File: config.mk
export PLATFORM = sky130hd
export DESIGN_NAME = mem_arbiter
export DESIGN_NICKNAME = d
export VERILOG_FILES = /design/src/rtl/caches_types_pkg.sv /design/src/rtl/cpu_types_pkg.sv /design/src/rtl/flex_counter.sv /design/src/rtl/mem_arbiter.sv
export SDC_FILE = /design/constraint.sdc
export NUM_CORES = 1
export LEC_CHECK = 0
export CAP_MARGIN = 10
export CORE_AREA = 5 5 100 102
export CTS_CLUSTER_DIAMETER = 120
export DETAILED_ROUTE_END_ITERATION = 6
export DIE_AREA = 0 0 105 107
export PLACE_DENSITY = 0.69
export SYNTH_ARGS = -nofsm -noshare
export SYNTH_HDL_FRONTEND = slang
export SYNTH_SLANG_ARGS = --single-unit
File: constraint.sdc
create_clock -name CLK -period 1.5 [get_ports CLK]
set_input_delay 0.225 -clock CLK [delete_from_list [all_inputs] [get_ports CLK]]
set_output_delay 0.225 -clock CLK [all_outputs]
set_load 0.02 [all_outputs]
File: src/rtl/caches_types_pkg.sv
// Types private to the cache subsystem, including the memory arbiter FSM state.
package caches_types_pkg;

    typedef enum logic [1:0] {
        IDLE   = 2'b00,
        DGRANT = 2'b01,
        IGRANT = 2'b10
    } arb_state_t;

endpackage

File: src/rtl/cpu_types_pkg.sv
// Types shared across the CPU: the machine word and the RAM handshake state
// reported back to the memory arbiter.
package cpu_types_pkg;

    localparam int unsigned WORD_W = 32;

    typedef logic [WORD_W-1:0] word_t;

    localparam word_t WORD_ZERO = 32'h0000_0000;

    typedef enum logic [1:0] {
        FREE   = 2'b00,
        BUSY   = 2'b01,
        ACCESS = 2'b10,
        ERROR  = 2'b11
    } ramstate_t;

endpackage

File: src/rtl/flex_counter.sv
// Parameterised up-counter with synchronous clear (priority over enable) and
// wrap back to 1 once rollover_val has been reached; async active-high reset.
module flex_counter #(
    parameter int unsigned NUM_CNT_BITS = 4
) (
    input  logic                    clk,
    input  logic                    rst,
    input  logic                    clear,
    input  logic                    count_enable,
    input  logic [NUM_CNT_BITS-1:0] rollover_val,
    output logic [NUM_CNT_BITS-1:0] count_out
);

    localparam logic [NUM_CNT_BITS-1:0] CNT_ZERO = NUM_CNT_BITS'(1'b0);
    localparam logic [NUM_CNT_BITS-1:0] CNT_ONE  = NUM_CNT_BITS'(1'b1);

    logic [NUM_CNT_BITS-1:0] count_q;
    logic [NUM_CNT_BITS-1:0] count_d;

    // Next count: clear, wrap at rollover_val, or increment.
    always_comb begin
        count_d = count_q;
        if (clear) begin
            count_d = CNT_ZERO;
        end else if (count_enable) begin
            if (count_q == rollover_val) begin
                count_d = CNT_ONE;
            end else begin
                count_d = count_q + CNT_ONE;
            end
        end else begin
            count_d = count_q;
        end
    end

    // Count register.
    always_ff @(posedge clk or posedge rst) begin
        if (rst) begin
            count_q <= CNT_ZERO;
        end else begin
            count_q <= count_d;
        end
    end

    assign count_out = count_q;

endmodule

File: src/rtl/mem_arbiter.sv
// Single-port RAM arbiter between icache and dcache: dcache normally wins, but
// icache is forced through after STARVE_LIMIT back-to-back dcache grants.
module mem_arbiter
    import cpu_types_pkg::*;
    import caches_types_pkg::*;
#(
    parameter int unsigned STARVE_LIMIT = 4
) (
    input  logic      CLK,
    input  logic      RST,
    input  logic      iREN,
    input  word_t     iaddr,
    output logic      iwait,
    output word_t     iload,
    input  logic      dREN,
    input  logic      dWEN,
    input  word_t     daddr,
    input  word_t     dstore,
    output logic      dwait,
    output word_t     dload,
    output logic      ramREN,
    output logic      ramWEN,
    output word_t     ramaddr,
    output word_t     ramstore,
    input  word_t     ramload,
    input  ramstate_t ramstate,
    output logic      err
);

    localparam int unsigned        CNT_W = $clog2(STARVE_LIMIT + 1);
    localparam logic [CNT_W-1:0]   LIMIT = CNT_W'(STARVE_LIMIT);

    arb_state_t       state_q;
    arb_state_t       state_d;
    logic             err_q;
    logic             err_d;
    logic [CNT_W-1:0] starve_cnt;
    logic             starve_full;
    logic             cnt_clear;
    logic             cnt_up;
    logic             d_req;

    assign d_req       = dREN | dWEN;
    assign starve_full = (starve_cnt == LIMIT);

    // Loads are unqualified copies of the RAM bus; the wait lines qualify them.
    assign iload = ramload;
    assign dload = ramload;
    assign err   = err_q;

    // Arbitration, completion/withdrawal exits, and starve-counter control.
    always_comb begin
        state_d   = state_q;
        cnt_clear = 1'b0;
        cnt_up    = 1'b0;
        case (state_q)
            IDLE: begin
                if (starve_full && iREN) begin
                    state_d = IGRANT;
                end else if (d_req) begin
                    state_d = DGRANT;
                end else if (iREN) begin
                    state_d = IGRANT;
                end else begin
                    state_d = IDLE;
                end
                cnt_clear = (state_d == IGRANT) | ~iREN;
                cnt_up    = (state_d == DGRANT) & iREN & ~starve_full;
            end
            DGRANT: begin
                if (!d_req || (ramstate == ACCESS)) begin
                    state_d = IDLE;
                end else begin
                    state_d = DGRANT;
                end
            end
            IGRANT: begin
                if (!iREN || (ramstate == ACCESS)) begin
                    state_d = IDLE;
                end else begin
                    state_d = IGRANT;
                end
            end
            default: begin
                state_d = IDLE;
            end
        endcase
    end

    // RAM port muxing, wait generation and sticky error capture.
    always_comb begin
        iwait    = 1'b1;
        dwait    = 1'b1;
        ramREN   = 1'b0;
        ramWEN   = 1'b0;
        ramaddr  = WORD_ZERO;
        ramstore = WORD_ZERO;
        err_d    = err_q;
        case (state_q)
            DGRANT: begin
                ramaddr  = daddr;
                ramstore = dstore;
                ramWEN   = dWEN;
                ramREN   = dREN & ~dWEN;
                if (d_req && (ramstate == ACCESS)) begin
                    dwait = 1'b0;
                end else begin
                    dwait = 1'b1;
                end
                if (ramstate == ERROR) begin
                    err_d = 1'b1;
                end else begin
                    err_d = err_q;
                end
            end
            IGRANT: begin
                ramaddr = iaddr;
                ramREN  = iREN;
                if (iREN && (ramstate == ACCESS)) begin
                    iwait = 1'b0;
                end else begin
                    iwait = 1'b1;
                end
                if (ramstate == ERROR) begin
                    err_d = 1'b1;
                end else begin
                    err_d = err_q;
                end
            end
            default: begin
                ramaddr = WORD_ZERO;
            end
        endcase
    end

    // FSM state and error flag registers.
    always_ff @(posedge CLK or posedge RST) begin
        if (RST) begin
            state_q <= IDLE;
            err_q   <= 1'b0;
        end else begin
            state_q <= state_d;
            err_q   <= err_d;
        end
    end

    flex_counter #(
        .NUM_CNT_BITS (CNT_W)
    ) u_starve_cnt (
        .clk          (CLK),
        .rst          (RST),
        .clear        (cnt_clear),
        .count_enable (cnt_up),
        .rollover_val (LIMIT),
        .count_out    (starve_cnt)
    );

endmodule

==> run_results.csv <==
group,metric,value,unit
drt,wl_per_cell,18.1,um
setup_path,crit_buf_inv,4,
global_route,grt_pass1_wl,11600,um
timing,finalWorstPathRequiredPeriod,1.81,ns
synthesis,synth_seq_cells,6,
global_route,antenna_found_initial,0,
setup_path,required,1.27,ns
clock_network,clock_sinks,6,
clock_network,clk_latency,0.23,ns
die,rows,35,
synthesis,synth_cells,217,
global_route,grt_max_degree,21,
setup_path,worstPathArrival,1.59,ns
clock_network,holdBufCountCts,0,
die,die_w,105,um
setup_path,path_max_fanout,6,
setup_path,slowest_delay,0.40,ns
die,die_y,107,um
drt,drc,0,
placement,place.gp.congestion,0.743,
synthesis,yosys_warnings,0,
clock_network,numCtsBuffers,3,
drt,drt-initial-drc-count,54,
timing,finalSetupTns,-14.31,ns
run_status,violations,"negative setup slack",
timing,slew-limit-headroom,83.3,%
die,core-area,0.00902,mm2
setup_path,start_kind,"register",
setup_path,setup.worst_path.end_class,"output pin",
setup_path,cp_cell_sequence,"buf_6, ha_4, buf_12, buf_16, a22oi_2, nor2b_2, buf_6",
die,ios,268,
global_route,gr-usage-all-layers,12.8,%
setup_path,path_depth,7,
power,peakVddDrop,0.710,mV
power,finalPower,5290,uW
setup_path,crit_type,"register to output pin",
setup_path,reg2regPathDepth,6,
finish,drive_above_1_share,54.8,%
clock_network,cts_max_level,1,
setup_path,cp_common_cell,"buf_6",
setup_path,crit_end,"ramaddr[12]",
placement,place_ws,-0.509,ns
drt,via_count,1934,
clock_network,clk_pin_slew,0.04,ns
finish,num_antenna_cells,0,
synthesis,synth.area.top_cells,"buf_4, a22oi_1, and2_1",
global_route,grt-ovfl-total,0,
synthesis,yosysSeqAreaShare,9.25,%
run_status,status,"finished, violations left",
setup_path,slowest_stage,"dfrtp_1",
timing,setup_viol,68,
run,maxCapViolCount,0,
clock_network,root_buffer,"clkbuf_8",
setup_path,path_delay_family,"buffers and inverters",
synthesis,synth_top_area_share,32.8,%
timing,hold_violations,0,
timing,fin_ws,-0.314,ns
placement,io_buffers,171,
timing,finalCritPeriodShare,121,%
timing,drv_slew,0,
min_path,hp-class,"primary input to asynchronous set/reset pin",
placement,dp_hpwl,6070,um
timing,tightest_slew,0.250,ns
synthesis,syn_area,0.00162,mm2
drt,routed_wl,8070,um
finish,final_util,40.8,%
clock_network,cts_tree,"done",
timing,clock.fmax,0.551,GHz
power,power_density,1440,mW/mm2
global_route,grt_pass1_vias,2116,
timing,rsz0062_at_grt,"true",
finish,syn_to_final_growth,127,%
drt,viasPerCell,4.33,
finish,fin_nets,479,
drt,antenna_left,0,
power,leakagePower,0.00150,uW
synthesis,synth_top_area_cell,"buf_4",
die,fp.dieArea,0.0112,mm2
finish,design_area,0.00368,mm2
drt,firstDrtPassIters,4,
timing,clock_skew,0.00244,ns
clock_network,clk_path_buf_depth,2,
setup_path,ff2ff_setup_slack,0.14,ns
synthesis,synth_cell_type_count,27,
setup_path,critPathLaunch,"state_q[0]",
setup_path,rr_startpoint,"state_q[0]",
synthesis,syn_nets,358,
synthesis,avgSynthCellArea,7.48,um2
placement,dpl-instance-area,0.00312,mm2
setup_path,r2r_end,"state_q[0]",
die,start_util,18.0,%
==> report_power, final <==
group | switching (uW) | leakage, uW | internal (uW)
Sequential | 34.3 | 0.0000746 | 204
Combinational | 2130 | 0.00140 | 2670
Clock | 78.2 | 0.0000216 | 173
Total | 2240 | 0.00150 | 3040
==> metal layers <==
metal | vias up | wire length [um] | part of all wire (%) | track usage [%]
met4 | 0 | 93 | 1.2 | 3.38
met3 | 10 | 749 | 9.3 | 4.88
met2 | 129 | 4370 | 54 | 24.4
met5 | - | 0 | 0 | 0
met1 | 893 | 2860 | 35 | 13.1
li1 | 902 | - | - | -
==> through the flow <==
stage	hold WS, ns	std cells
2_1_floorplan	0.0160	217
3_3_place_gp	0.450	437
3_5_place_dp	0.450	437
4_1_cts	0.218	444
5_1_grt	0.242	447
6_report	0.218	447
==> repair_timing <==
action / CTS / global route
gates resized for setup: 439 / 33
endpoints found under the setup margin: 68 / 68
gates cloned: 3 / 2
pin swaps: 12 / 2
buffers inserted: 1 / 1
==> cell usage in the layout (no fill, tap or decap), types with 2 or more instances in the layout <==
cell type	instances
ha_4	3
and2_1	10
a22oi_2	28
buf_6	66
nor2b_1	2
clkbuf_8	3
buf_8	2
ha_1	3
nor2b_2	30
nand2_1	3
a22oi_1	6
nand3_1	2
inv_1	3
buf_16	3
clkdlybuf4s50_1	103
clkbuf_16	2
nor2_1	2
and2_4	23
inv_2	2
buf_4	13
dfrtp_1	6
buf_12	5
o22ai_1	2
==> logic make-up after synthesis <==
logic type / synth area share, %
buffers and inverters: 36.2
AO/OA/AOI/OAI: 20.0
flip-flops: 9.25
adder cells (fa/ha/maj): 4.63
AND/OR/NAND/NOR: 29.8
==> cells in the mapped netlist <==
master,count
a21boi_1,1
a21o_1,1
a22oi_1,34
a31o_2,1
and2_1,33
buf_2,2
buf_4,71
buf_6,1
clkbuf_1,4
dfrtp_1,6
ha_1,6
inv_1,5
nand2_1,4
nand2b_1,1
nand3_1,2
nand3b_1,1
nor2_1,2
nor2b_1,32
nor3_1,1
nor3b_1,1
nor3b_2,1
o211ai_2,1
o21ai_1,1
o22ai_1,2
o2bb2ai_1,1
o31ai_1,1
or2_1,1
==> final cells by class <==
type                    count  area, um2
clock buffers               3       41.3
fillers                   875       5340
inverters                   5       18.8
multi-input cells         128       1200
flip-flops and latches      6        150
well taps                 111        139
repair buffers            194       2130
==> state kept, by name, indices dropped and copies added (netlist names) <==
signal                  count
state_q                     2
u_starve_cnt.count_out      3
err                         1
==> worst min-delay path by stage <==
stage	startpoint	to	slack, ns	depth (start not counted)
floorplan	RST	err	0.02	1
global placement	RST	err	0.45	2
detailed placement	ramload[1]	iload[1]	0.45	0
CTS	RST	err	0.22	2
global route	RST	err	0.24	2
finish	RST	err	0.22	2
Note: power is estimated with default switching activity, not from simulation.
